--- config.mk ---
export PLATFORM = sky130hd
export DESIGN_NAME = seg_seconds_ctrl_flat
export DESIGN_NICKNAME = d
export VERILOG_FILES = /design/src/rtl/seg_seconds_pkg.sv /design/src/rtl/seg_seconds_ctrl_if.sv /design/src/rtl/seg_seconds_ctrl_seg7_decode.sv /design/src/rtl/seg_seconds_ctrl.sv /design/src/flat_wrapper.sv
export SDC_FILE = /design/constraint.sdc
export NUM_CORES = 1
export LEC_CHECK = 0
export CAP_MARGIN = 0
export CORE_MARGIN = 2
export CORE_UTILIZATION = 55
export DETAILED_ROUTE_END_ITERATION = 12
export PLACE_DENSITY = 0.76
export SKIP_CTS_REPAIR_TIMING = 1
export SLEW_MARGIN = 20
export SYNTH_ARGS = -nofsm -noshare
export SYNTH_HDL_FRONTEND = slang
export SYNTH_SLANG_ARGS = --single-unit
--- constraint.sdc ---
create_clock -name clk -period 4 [get_ports clk]
set_input_delay 0.6 -clock clk [delete_from_list [all_inputs] [get_ports clk]]
set_output_delay 0.6 -clock clk [all_outputs]
set_load 0.1 [all_outputs]
--- src/rtl/seg_seconds_pkg.sv ---
// Shared types and constants for the seven-segment seconds controller:
// command encodings, controller states and the digit-to-segment table.
package seg_seconds_pkg;

    typedef enum logic [1:0] {
        OP_START = 2'b00,
        OP_STOP  = 2'b01,
        OP_LOAD  = 2'b10,
        OP_CLEAR = 2'b11
    } cmd_op_e;

    typedef enum logic [1:0] {
        STOPPED = 2'b00,
        RUN     = 2'b01,
        BUSY    = 2'b10
    } state_e;

    localparam int          NUM_DIGITS = 10;
    localparam logic [3:0]  LAST_DIGIT = 4'd9;

    // Segment order is gfedcba, active-high.
    localparam logic [6:0] SEG_LUT [NUM_DIGITS] = '{
        7'h3F, 7'h06, 7'h5B, 7'h4F, 7'h66,
        7'h6D, 7'h7D, 7'h07, 7'h7F, 7'h6F
    };

    function automatic logic [3:0] next_digit(input logic [3:0] d);
        return (d >= LAST_DIGIT) ? 4'd0 : d + 4'd1;
    endfunction

    function automatic logic digit_in_range(input logic [3:0] d);
        return d <= LAST_DIGIT;
    endfunction

endpackage

--- src/rtl/seg_seconds_ctrl_if.sv ---
// Host command channel: valid/ready handshake carrying an opcode and a digit.
interface seg_seconds_ctrl_if;

    logic       cmd_valid;
    logic       cmd_ready;
    logic [1:0] cmd_op;
    logic [3:0] cmd_data;

    modport master (
        output cmd_valid,
        output cmd_op,
        output cmd_data,
        input  cmd_ready
    );

    modport slave (
        input  cmd_valid,
        input  cmd_op,
        input  cmd_data,
        output cmd_ready
    );

endinterface

--- src/rtl/seg_seconds_ctrl_seg7_decode.sv ---
// Purely combinational digit-to-segment decoder; digits above 9 blank the display.
module seg7_decode
    import seg_seconds_pkg::*;
(
    input  logic [3:0] digit,
    output logic [6:0] seg
);

    logic [6:0] term [NUM_DIGITS];

    // One match term per legal digit; at most one is non-zero, so OR-ing them decodes.
    generate
        for (genvar gi = 0; gi < NUM_DIGITS; gi++) begin : g_term
            assign term[gi] = (digit == 4'(gi)) ? SEG_LUT[gi] : 7'h00;
        end
    endgenerate

    always_comb begin
        seg = 7'h00;
        for (int i = 0; i < NUM_DIGITS; i++) begin
            seg = seg | term[i];
        end
    end

endmodule

--- src/rtl/seg_seconds_ctrl.sv ---
// Seconds display controller: prescaler to a one-second tick, 0-9 digit counter,
// and a host command FSM (START/STOP/LOAD/CLEAR) with a one-cycle BUSY apply state.
module seg_seconds_ctrl
    import seg_seconds_pkg::*;
#(
    parameter int CLK_DIV = 10_000_000,
    parameter int DIV_W   = 24
) (
    input  logic                clk,
    input  logic                rst,
    input  logic                ena,
    seg_seconds_ctrl_if.slave   cmd,
    output logic [6:0]          seg,
    output logic                dp,
    output logic [3:0]          digit,
    output logic                tick,
    output logic                running,
    output logic                err
);

    localparam logic [DIV_W-1:0] PRESC_MAX = DIV_W'(CLK_DIV - 1);

    state_e           state_reg, state_next;
    state_e           ret_state_reg, ret_state_next;
    logic [DIV_W-1:0] prescaler_reg, prescaler_next;
    logic [3:0]       digit_reg, digit_next;
    logic             dp_reg, dp_next;
    logic             tick_reg, tick_next;
    logic             err_reg, err_next;

    logic             ready_int;
    logic             accept;
    logic             wrap;

    always_ff @(posedge clk or posedge rst) begin
        if (rst) begin
            state_reg     <= STOPPED;
            ret_state_reg <= STOPPED;
            prescaler_reg <= '0;
            digit_reg     <= 4'd0;
            dp_reg        <= 1'b0;
            tick_reg      <= 1'b0;
            err_reg       <= 1'b0;
        end else begin
            state_reg     <= state_next;
            ret_state_reg <= ret_state_next;
            prescaler_reg <= prescaler_next;
            digit_reg     <= digit_next;
            dp_reg        <= dp_next;
            tick_reg      <= tick_next;
            err_reg       <= err_next;
        end
    end

    // ready is also masked by rst so the host sees no acceptance window while in reset
    assign ready_int     = ena && (state_reg != BUSY);
    assign cmd.cmd_ready = ready_int && !rst;
    assign accept        = cmd.cmd_valid && ready_int;
    assign wrap          = ena && (state_reg == RUN) && (prescaler_reg == PRESC_MAX);

    always_comb begin
        state_next     = state_reg;
        ret_state_next = ret_state_reg;
        prescaler_next = prescaler_reg;
        digit_next     = digit_reg;
        dp_next        = dp_reg;
        tick_next      = 1'b0;
        err_next       = err_reg;

        if (ena) begin
            if (state_reg == RUN) begin
                if (wrap) begin
                    prescaler_next = '0;
                    tick_next      = 1'b1;
                    digit_next     = next_digit(digit_reg);
                    if (digit_reg == LAST_DIGIT) begin
                        dp_next = ~dp_reg;
                    end
                end else begin
                    prescaler_next = prescaler_reg + 1'b1;
                end
            end

            if (state_reg == BUSY) begin
                state_next = ret_state_reg;
            end

            // Command effects override a coinciding wrap, except START which leaves it alone.
            if (accept) begin
                state_next     = BUSY;
                ret_state_next = state_reg;
                case (cmd_op_e'(cmd.cmd_op))
                    OP_START: begin
                        ret_state_next = RUN;
                    end
                    OP_STOP: begin
                        ret_state_next = STOPPED;
                        digit_next     = digit_reg;
                        dp_next        = dp_reg;
                        tick_next      = 1'b0;
                    end
                    OP_LOAD: begin
                        digit_next = digit_reg;
                        dp_next    = dp_reg;
                        tick_next  = 1'b0;
                        if (digit_in_range(cmd.cmd_data)) begin
                            digit_next     = cmd.cmd_data;
                            prescaler_next = '0;
                        end else begin
                            err_next = 1'b1;
                        end
                    end
                    OP_CLEAR: begin
                        digit_next     = 4'd0;
                        prescaler_next = '0;
                        dp_next        = 1'b0;
                        err_next       = 1'b0;
                        tick_next      = 1'b0;
                    end
                    default: begin
                    end
                endcase
            end
        end
    end

    seg7_decode u_seg7_decode (
        .digit (digit_reg),
        .seg   (seg)
    );

    assign dp      = dp_reg;
    assign digit   = digit_reg;
    assign tick    = tick_reg;
    assign running = (state_reg == RUN);
    assign err     = err_reg;

endmodule

--- src/flat_wrapper.sv ---
// flat-port wrapper written by rule: the top's interface ports become plain ports
module seg_seconds_ctrl_flat import seg_seconds_pkg::*;
#(
    parameter int CLK_DIV = 10_000_000,
    parameter int DIV_W   = 24
)
  (clk, rst, ena, seg, dp, digit, tick, running, err, cmd_cmd_valid, cmd_cmd_op, cmd_cmd_data, cmd_cmd_ready);
  seg_seconds_ctrl_if cmd_i ();
  input  logic clk;
  input  logic rst;
  input  logic ena;
  output logic [6:0] seg;
  output logic dp;
  output logic [3:0] digit;
  output logic tick;
  output logic running;
  output logic err;
  input wire logic [$bits(cmd_i.cmd_valid)-1:0] cmd_cmd_valid;
  input wire logic [$bits(cmd_i.cmd_op)-1:0] cmd_cmd_op;
  input wire logic [$bits(cmd_i.cmd_data)-1:0] cmd_cmd_data;
  output wire logic [$bits(cmd_i.cmd_ready)-1:0] cmd_cmd_ready;
  assign cmd_i.cmd_valid = cmd_cmd_valid;
  assign cmd_i.cmd_op = cmd_cmd_op;
  assign cmd_i.cmd_data = cmd_cmd_data;
  assign cmd_cmd_ready = cmd_i.cmd_ready;
  seg_seconds_ctrl #(.CLK_DIV(CLK_DIV), .DIV_W(DIV_W)) u_core (.clk(clk), .rst(rst), .ena(ena), .cmd(cmd_i), .seg(seg), .dp(dp), .digit(digit), .tick(tick), .running(running), .err(err));
endmodule
==> impl_metrics.py, run 1 <==
metrics = {
    "outcome": {
        "outcome": "complete, no violations",
    },
    "layout": {
        "fin_util_pct": 66.5,
        "syn2layout_area_growth_pct": 13.9,
        "antenna_cells": 0,
        "largest_register_ffs": 24,
        "final_cells": 335,
        "n_fill_cell": 346,
        "drive_gt1_share_pct": 9.47,
        "nets": 304,
    },
    "worst_hold_path": {
        "hp-class": "flip-flop to flip-flop",
    },
    "timing": {
        "fin_crit_sh_pct": 75.5,
        "skew_ps": 13.3,
        "maxSlewViolCount": 0,
        "setup-tns-final_ps": 0,
        "fmax_mhz": 331,
        "setup_viol": 0,
        "holdWs_ps": 487,
        "tightest_slew_ps": 975,
        "rsz0062_at_grt": "false",
        "post-route-min-period_ps": 3020,
        "hold_viol": 0,
        "slew_headroom_pct": 34.8,
    },
    "global_routing": {
        "overflow": 0,
        "first_global_vias": 1973,
        "grt_pass1_wl_um": 9630,
        "grt_max_degree": 36,
        "grt_util_all_layers_pct": 23.9,
        "grt_antenna_before_repair": 0,
    },
    "route": {
        "viasPerCell": 6.31,
        "wl_um": 5620,
        "wire_per_inst_um": 16.8,
        "drc": 0,
        "vias": 2114,
        "final_antenna_net_count": 0,
        "drt_iter0_drc": 143,
        "first_pass_iters": 4,
    },
    "logic_synthesis": {
        "netlist.area_leader.share_pct": 36.7,
        "synth.area.top_cells": "dfrtp_1 37%, ha_1 5.2%, a22o_1 4.0%, o21ai_0 3.6%, nand2_1 3.3%",
        "synthDominantAreaCellType": "dfrtp_1",
        "synth_warnings": 0,
        "synthFlopType": "dfrtp_1",
        "synth-seq-area-share_pct": 36.7,
        "synth_edf_count": 0,
        "async_flop_share_pct": 100,
        "synth_common_cells": "35 x dfrtp_1, 21 x nand2_1, 17 x o21ai_0",
        "synth.most_common_cell": "dfrtp_1",
        "postSynthAreaPerCell_sq_um": 9.10,
        "syn_inst": 262,
        "synthesis.nets": 282,
        "synth_seq_cells": 35,
        "netlist_area_sq_um": 2380,
        "synth_cell_type_count": 57,
    },
    "power_and_ir_drop": {
        "power.density_nw_per_um2": 506,
        "power.leakage_uw": 0.00118,
        "worst_ir_drop_vdd_mv": 0.397,
        "power_uw": 1380,
    },
    "die": {
        "rows": 23,
        "die_x_um": 69.9,
        "die_h_um": 69.9,
        "ioPinCount": 26,
        "start_util_pct": 58.4,
        "coreArea_sq_um": 4090,
        "dieArea_sq_um": 4880,
    },
    "clock_network": {
        "cts_tree": "done",
        "cts.clk_slew.worst_paths_ps": 70,
        "htreeDepth": 2,
        "root_buffer": "clkbuf_8",
        "cts_buffers": 5,
        "worstSkewPairLatency_ps": 290,
        "clock-sinks": 35,
        "clk_path_buf_depth": 2,
    },
    "critical_path": {
        "worst_setup_path_start_kind": "primary input",
        "cp_max_fo": 16,
        "critical-path-slowest-cell": "clkdlybuf4s50_1",
        "worst_ep_arrival_time_ps": 2420,
        "crit_type": "primary input to output pin",
        "end_kind": "output pin",
        "crit_family": "buffers and inverters",
        "cp_slowest_stage_delay_ps": 800,
        "worst-path-buf-inv": 3,
        "crit_chain": "clkdlybuf4s50_1, inv_1, nor3_1, buf_4",
        "worstPathRequired_ps": 3400,
    },
    "placement": {
        "gp_congestion": 0.834,
        "port_buffers": 25,
        "placedCellCount": 327,
        "dpl.hpwl_um": 3800,
    },
    "run": {
        "drv_cap": 0,
    },
}
report_power, final:
part	internal, uW	switching, uW
Sequential	398	65.3
Combinational	162	473
Clock	141	135
placed cells by master (no fill, tap or decap), types with 2 or more instances in the layout:
cell type / netlist / routed
and3_1: 7 / 7
nand3_1: 12 / 12
nor2b_1: 2 / 2
o31ai_1: 2 / 2
nor2b_2: 2 / 2
clkdlybuf4s50_1: 0 / 18
and4b_1: 2 / 2
inv_1: 11 / 11
a211o_1: 2 / 2
nand4_1: 8 / 8
buf_4: 0 / 9
o21a_1: 5 / 5
and2_1: 2 / 2
nor3_1: 12 / 12
nor2_1: 12 / 12
o32a_1: 2 / 2
dfrtp_1: 35 / 35
and4_1: 4 / 4
a31oi_1: 11 / 11
ha_1: 10 / 10
a22o_1: 11 / 11
a21o_1: 2 / 2
xnor2_1: 8 / 8
clkbuf_8: 0 / 6
a21oi_1: 11 / 11
a22oi_1: 3 / 3
nor4_1: 3 / 3
nand2b_1: 4 / 4
a32o_1: 2 / 2
o21ai_0: 17 / 16
o21ai_1: 2 / 3
nand2_1: 21 / 21
per-stage QoR:
step           area (sq um)  worst slack, ps
3_5_place_dp           2620              968
4_1_cts                2720              978
6_report               2720              979
3_3_place_gp           2620              993
5_1_grt                2720              850
2_1_floorplan          2380             30.3
metal layers:
| metal | share of wire [%] | global-route usage [%] |
|---|---|---|
| met1 | 48 | 34.7 |
| met2 | 47 | 37.2 |
| met5 | 0 | 0 |
| met3 | 4.6 | 4.04 |
| met4 | 0.73 | 5.56 |
final cells by class:
cell class / count / area, sq um / share of cell area, %
clock inverter: 1 / 8.76 / 0.322
timing repair buffer: 27 / 248 / 9.12
sequential: 35 / 876 / 32.2
clock buffer: 7 / 86.3 / 3.18
tap: 50 / 62.6 / 2.30
inverter: 11 / 41.3 / 1.52
multi-input combinational: 204 / 1390 / 51.3
kinds of logic after synthesis:
family / synth area share, %
flops: 36.7
fa+ha+maj: 5.25
compound gates: 24.7
xor+xnor: 3.31
buf+inv: 4.83
simple gates: 25.2
final timing paths:
path | startpoint | end | slack [ps] | cells after the start
min in group asynchronous | rst | u_core.state_reg[1]$_DFFE_PP0P_ | 750 | 3
hold / removal | u_core.ret_state_reg[1]$_DFFE_PP0P_ | u_core.ret_state_reg[1]$_DFFE_PP0P_ | 490 | 2
setup reg to reg | u_core.prescaler_reg[7]$_DFFE_PP0P_ | u_core.digit[1]$_DFFE_PP0P_ | 1940 | 5
setup / recovery | ena | cmd_cmd_ready | 980 | 4
hold reg to reg | u_core.ret_state_reg[1]$_DFFE_PP0P_ | u_core.ret_state_reg[1]$_DFFE_PP0P_ | 490 | 2
max in group asynchronous | rst | u_core.prescaler_reg[23]$_DFFE_PP0P_ | 2930 | 3
worst min-delay path: cells and delay by family (launching register included):
| kind | cells | cell delay (ps) |
|---|---|---|
| AND/OR/NAND/NOR | 2 | 100 |
| flip-flops | 1 | 360 |
Power figures use the tool's default switching activity.
==> run 2: changes to the inputs <==
==> constraint.sdc (replaced) <==
create_clock -name clk -period 3 [get_ports clk]
set_input_delay 0.45 -clock clk [delete_from_list [all_inputs] [get_ports clk]]
set_output_delay 0.45 -clock clk [all_outputs]
set_load 0.1 [all_outputs]
==> run 2 against run 1 <==
Register-to-register slack worse by 990 ps. Global-route usage is 0.19 points lower. Clock power is 19% higher. Core utilization is 1.1 points higher. Hold slack worse by 10 ps. Critical endpoint is now seg[0]. Sequential share of layout area is 0.44 points lower. Non-clock buffer count is 2 higher. Largest cell class unchanged.
==> impl_metrics.py, run 2 (same netlist as run 1, synthesis figures left out) <==
metrics = {
    "critical_path": {
        "end_kind": "output pin",
        "crit_type": "flip-flop to output pin",
        "r2r-end": "u_core.prescaler_reg[1]$_DFFE_PP0P_",
        "worst_ep_arrival_time_ps": 2050,
        "crit_chain": "ha_1, nor4_1, a21oi_1, o21a_2, a31o_2, buf_12",
        "critical-path-slowest-cell": "dfrtp_2",
        "reg2reg_depth": 5,
        "worstPathRequired_ps": 2550,
        "rrSetupSlack_ps": 950,
        "r2r-start": "u_core.prescaler_reg[7]$_DFFE_PP0P_",
        "worst_setup_path_start_kind": "flip-flop",
        "cp-startpoint": "u_core.digit[0]$_DFFE_PP0P_",
        "cp_max_fo": 7,
        "cp_slowest_stage_delay_ps": 460,
    },
    "layout": {
        "drive_gt1_share_pct": 15.7,
        "nets": 306,
        "syn2layout_area_growth_pct": 15.8,
        "layout_common_cells": "33 x dfrtp_1, 21 x nand2_1, 17 x buf_4, 16 x o21ai_0",
        "largest_register_ffs": 24,
        "final_common_cell": "dfrtp_1",
        "antenna_cells": 0,
    },
    "die": {
        "die_h_um": 69.9,
        "ioPinCount": 26,
        "coreArea_sq_um": 4090,
        "die_x_um": 69.9,
        "rows": 23,
        "start_util_pct": 58.4,
        "dieArea_sq_um": 4880,
    },
    "global_routing": {
        "overflow": 0,
        "grt_pass1_wl_um": 9470,
        "grt_util_all_layers_pct": 23.7,
        "grt_antenna_before_repair": 0,
        "grt_max_degree": 36,
        "first_global_vias": 2033,
    },
    "worst_hold_path": {
        "min_from": "u_core.ret_state_reg[1]$_DFFE_PP0P_",
        "holdPathEnd": "u_core.ret_state_reg[1]$_DFFE_PP0P_",
        "hold_depth": 2,
        "hp-class": "flip-flop to flip-flop",
    },
    "run": {
        "drv_cap": 0,
    },
    "timing": {
        "fmax_mhz": 401,
        "setup-tns-final_ps": 0,
        "slew_headroom_pct": 65.0,
        "hold_viol": 0,
        "maxSlewViolCount": 0,
        "post-route-min-period_ps": 2500,
        "setup_viol": 0,
        "rsz0062_at_grt": "false",
        "holdWs_ps": 477,
        "skew_ps": 6.35,
        "fin_ws_ps": 504,
        "tightest_slew_ps": 521,
        "fin_crit_sh_pct": 83.2,
    },
    "placement": {
        "dpl.hpwl_um": 4010,
        "port_buffers": 25,
        "dp_worst_setup_slack_ps": 253,
        "gp_congestion": 0.887,
    },
    "clock_network": {
        "root_buffer": "clkbuf_8",
        "htreeDepth": 2,
        "cts_buffers": 5,
        "clock-sinks": 35,
        "cts_tree": "done",
        "worstSkewPairLatency_ps": 280,
        "clk_path_buf_depth": 2,
        "cts.clk_slew.worst_paths_ps": 70,
    },
    "outcome": {
        "outcome": "complete, no violations",
    },
    "route": {
        "wire_per_inst_um": 16.8,
        "first_pass_iters": 5,
        "viasPerCell": 6.41,
        "vias": 2160,
        "drc": 0,
        "drt_iter0_drc": 231,
        "final_antenna_net_count": 0,
        "wl_um": 5660,
    },
    "power_and_ir_drop": {
        "power.leakage_uw": 0.00121,
        "power.density_nw_per_um2": 670,
        "worst_ir_drop_vdd_mv": 0.686,
    },
}
[run 2: worst max-delay path by stage]
stage                                           to  slack [ps]  cells past startpoint
2_1_floorplan                               seg[0]          80                      5
3_5_place_dp   u_core.prescaler_reg[1]$_DFFE_PP0P_         250                      8
5_1_grt        u_core.prescaler_reg[1]$_DFFE_PP0P_         400                      8
3_3_place_gp   u_core.prescaler_reg[1]$_DFFE_PP0P_         300                      8
6_report                                    seg[0]         500                      6
4_1_cts                                     seg[0]         500                      6
[run 2: report_power, final]
| part | leakage, uW | total (uW) | internal [uW] | switching (uW) |
|---|---|---|---|---|
| Combinational | 0.000701 | 898 | 250 | 648 |
| Sequential | 0.000467 | 621 | 531 | 89.9 |
| Clock | 0.0000422 | 331 | 163 | 168 |
| Total | 0.00121 | 1850 | 944 | 906 |
[run 2: metrics by stage]
stage          total power (uW)  utilization (%)  cells  area [sq um]
2_1_floorplan              1310                -    262          2410
3_5_place_dp               1520             65.6    329          2680
3_3_place_gp               1510             65.6    329          2680
5_1_grt                    1940             67.6    337          2760
4_1_cts                    1860             67.6    337          2760
6_report                   1850             67.6    337          2760
[run 2: layout make-up]
cell class | count | area, sq um
clock inverter | 1 | 5.00
fill | 337 | 1330
inverter | 11 | 41.3
tap | 50 | 62.6
sequential | 35 | 878
multi-input combinational | 204 | 1420
timing repair buffer | 29 | 278
clock buffer | 7 | 76.3
[run 2: critical path: cells and delay by family, from the launching register on]
| family | cells | cell delay [ps] |
|---|---|---|
| DFF | 1 | 460 |
| AOI/OAI and AO/OA | 3 | 530 |
| buffers and inverters | 1 | 170 |
| adders and majority gates | 1 | 310 |
| and+or+nand+nor | 1 | 290 |
[run 2: per-layer routing]
layer | GRT usage (%) | vias up | wire length, um
met5 | 0 | - | 0
met4 | 5.56 | 0 | 25
met3 | 4.62 | 4 | 328
met2 | 35.6 | 84 | 2590
met1 | 35.3 | 1034 | 2710
li1 | - | 1038 | -
==> run 3: changes to the inputs <==
==> constraint.sdc (replaced) <==
create_clock -name clk -period 2.4 [get_ports clk]
set_input_delay 0.36 -clock clk [delete_from_list [all_inputs] [get_ports clk]]
set_output_delay 0.36 -clock clk [all_outputs]
set_load 0.1 [all_outputs]
==> run 3 against run 2 <==
First-iteration DRC count down 15%. Count of clock-buffer cells in the layout down 1. Cell area up 13%. Die area unchanged. Cell count up 5.6%. Sequential power up 28%. Clock power up 43%. Largest cell class unchanged. Highest routed layer unchanged.
==> impl_metrics.py, run 3 (same netlist as run 1, synthesis figures left out) <==
metrics = {
    "placement": {
        "dpl.hpwl_um": 4470,
        "placedCellCount": 345,
        "gp_congestion": 0.861,
        "port_buffers": 25,
        "placement.cell_area_sq_um": 2940,
    },
    "global_routing": {
        "grt_max_degree": 28,
        "grt_util_all_layers_pct": 27.2,
        "grt_antenna_before_repair": 0,
        "grt_pass1_wl_um": 10800,
        "first_global_vias": 2265,
        "overflow": 0,
    },
    "die": {
        "die_x_um": 69.9,
        "start_util_pct": 58.4,
        "dieArea_sq_um": 4880,
        "coreArea_sq_um": 4090,
        "rows": 23,
        "ioPinCount": 26,
        "die_h_um": 69.9,
    },
    "timing": {
        "maxSlewViolCount": 0,
        "fin_crit_sh_pct": 96.7,
        "setup-tns-final_ps": 0,
        "fmax_mhz": 431,
        "hold_viol": 0,
        "setup_viol": 0,
        "slew_headroom_pct": 71.4,
        "skew_ps": 7.78,
        "tightest_slew_ps": 426,
        "post-route-min-period_ps": 2320,
    },
    "layout": {
        "seq_area_sq_um": 888,
        "final_common_cell": "dfrtp_1",
        "syn2layout_area_growth_pct": 30.8,
        "n_fill_cell": 305,
        "antenna_cells": 0,
        "fin_util_pct": 76.3,
        "multi_input_area_sq_um": 1520,
        "layout_common_cells": "31 x dfrtp_1, 29 x buf_4, 21 x nand2_1, 15 x o21ai_0",
        "final_cells": 356,
        "nets": 325,
        "largest_register_ffs": 24,
        "final_cell_area_sq_um": 3120,
        "drive_gt1_share_pct": 25.5,
    },
    "critical_path": {
        "worst_ep_arrival_time_ps": 1960,
        "cp_slowest_stage_delay_ps": 530,
        "crit_chain": "ha_4, nor4_4, a21oi_1, o21a_4, a31o_4, buf_12",
        "worst-path-buf-inv": 1,
        "worst_setup_path_start_kind": "flip-flop",
        "end_kind": "output pin",
        "crit_family": "flip-flops",
        "worstPathRequired_ps": 2040,
        "cp_max_fo": 6,
        "critical-path-slowest-cell": "dfrtp_4",
        "crit_type": "flip-flop to output pin",
    },
    "clock_network": {
        "cts_tree": "done",
        "worstSkewPairLatency_ps": 300,
        "clk_path_buf_depth": 2,
        "cts_buffers": 5,
        "clock-sinks": 35,
        "htreeDepth": 2,
        "root_buffer": "clkbuf_8",
        "cts.clk_slew.worst_paths_ps": 80,
    },
    "power_and_ir_drop": {
        "power.leakage_uw": 0.00136,
        "power.density_nw_per_um2": 831,
        "worst_ir_drop_vdd_mv": 0.594,
    },
    "route": {
        "met3_length_um": 366,
        "final_antenna_net_count": 0,
        "wl_met2_um": 3030,
        "drc": 0,
        "top_layer": "met4",
        "drt_iter0_drc": 197,
        "wl_um": 6250,
        "wire_per_inst_um": 17.6,
        "wl_met1_um": 2770,
        "viasPerCell": 6.51,
        "first_pass_iters": 5,
        "vias": 2318,
    },
    "outcome": {
        "outcome": "complete, no violations",
    },
    "run": {
        "drv_cap": 0,
    },
    "worst_hold_path": {
        "hp-class": "primary input to async pin",
    },
}
-- run 3: changes by cell type in the layout (fill, tap and decap cells not counted), sizes merged --
cell / before / now
clkbuf: 7 / 6
clkinvlp: 0 / 1
buf: 20 / 39
-- run 3: area by class of cell --
class                      count  area share [%]
clock buffer                   6            2.65
clock inverter                 2           0.521
inverter                      11            1.32
multi-input combinational    204            48.7
sequential                    35            28.5
tap                           50            2.01
timing repair buffer          48            16.3
-- run 3: worst register-to-register path: cells and delay by family, from the launching register on --
| kind | cells | cell delay, ps |
|---|---|---|
| AND/OR/NAND/NOR | 3 | 910 |
| flip-flops | 1 | 500 |
| AO/OA/AOI/OAI | 2 | 390 |
| buffers and inverters | 1 | 190 |
-- run 3: per-stage QoR --
step                total power, uW  setup slack, ps  hold WS (ps)
global placement               2080             4.51           462
floorplan                      1680             2.87           440
global route                   2700           -0.954           500
detailed placement             2110            -40.9           468
CTS                            2570             -115           451
finish                         2590             78.9           441
-- run 3: path summary, 6_finish.rpt --
kind	to	depth (start not counted)	startpoint	slack [ps]
min in group clk	u_core.ret_state_reg[1]$_DFFE_PP0P_	2	u_core.ret_state_reg[1]$_DFFE_PP0P_	480
worst min register to register	u_core.ret_state_reg[1]$_DFFE_PP0P_	2	u_core.ret_state_reg[1]$_DFFE_PP0P_	480
max in group asynchronous	u_core.digit[3]$_DFFE_PP0P_	3	rst	1460
worst max-delay path	seg[0]	6	u_core.digit[1]$_DFFE_PP0P_	80
worst min-delay path	u_core.err$_DFFE_PP0P_	2	rst	440
worst max register to register	u_core.prescaler_reg[16]$_DFFE_PP0P_	6	u_core.state_reg[1]$_DFFE_PP0P_	360
-- run 3: report_power, final --
part / internal (uW) / switching [uW]
combinational: 463 / 861
sequential: 667 / 128
clock: 234 / 240
-- run 3: layer usage --
layer	vias to the layer above	global-route usage [%]
met5	-	0
met4	0	8.12
met1	1139	36.8
met2	95	44.4
met3	8	5.19
li1	1076	-
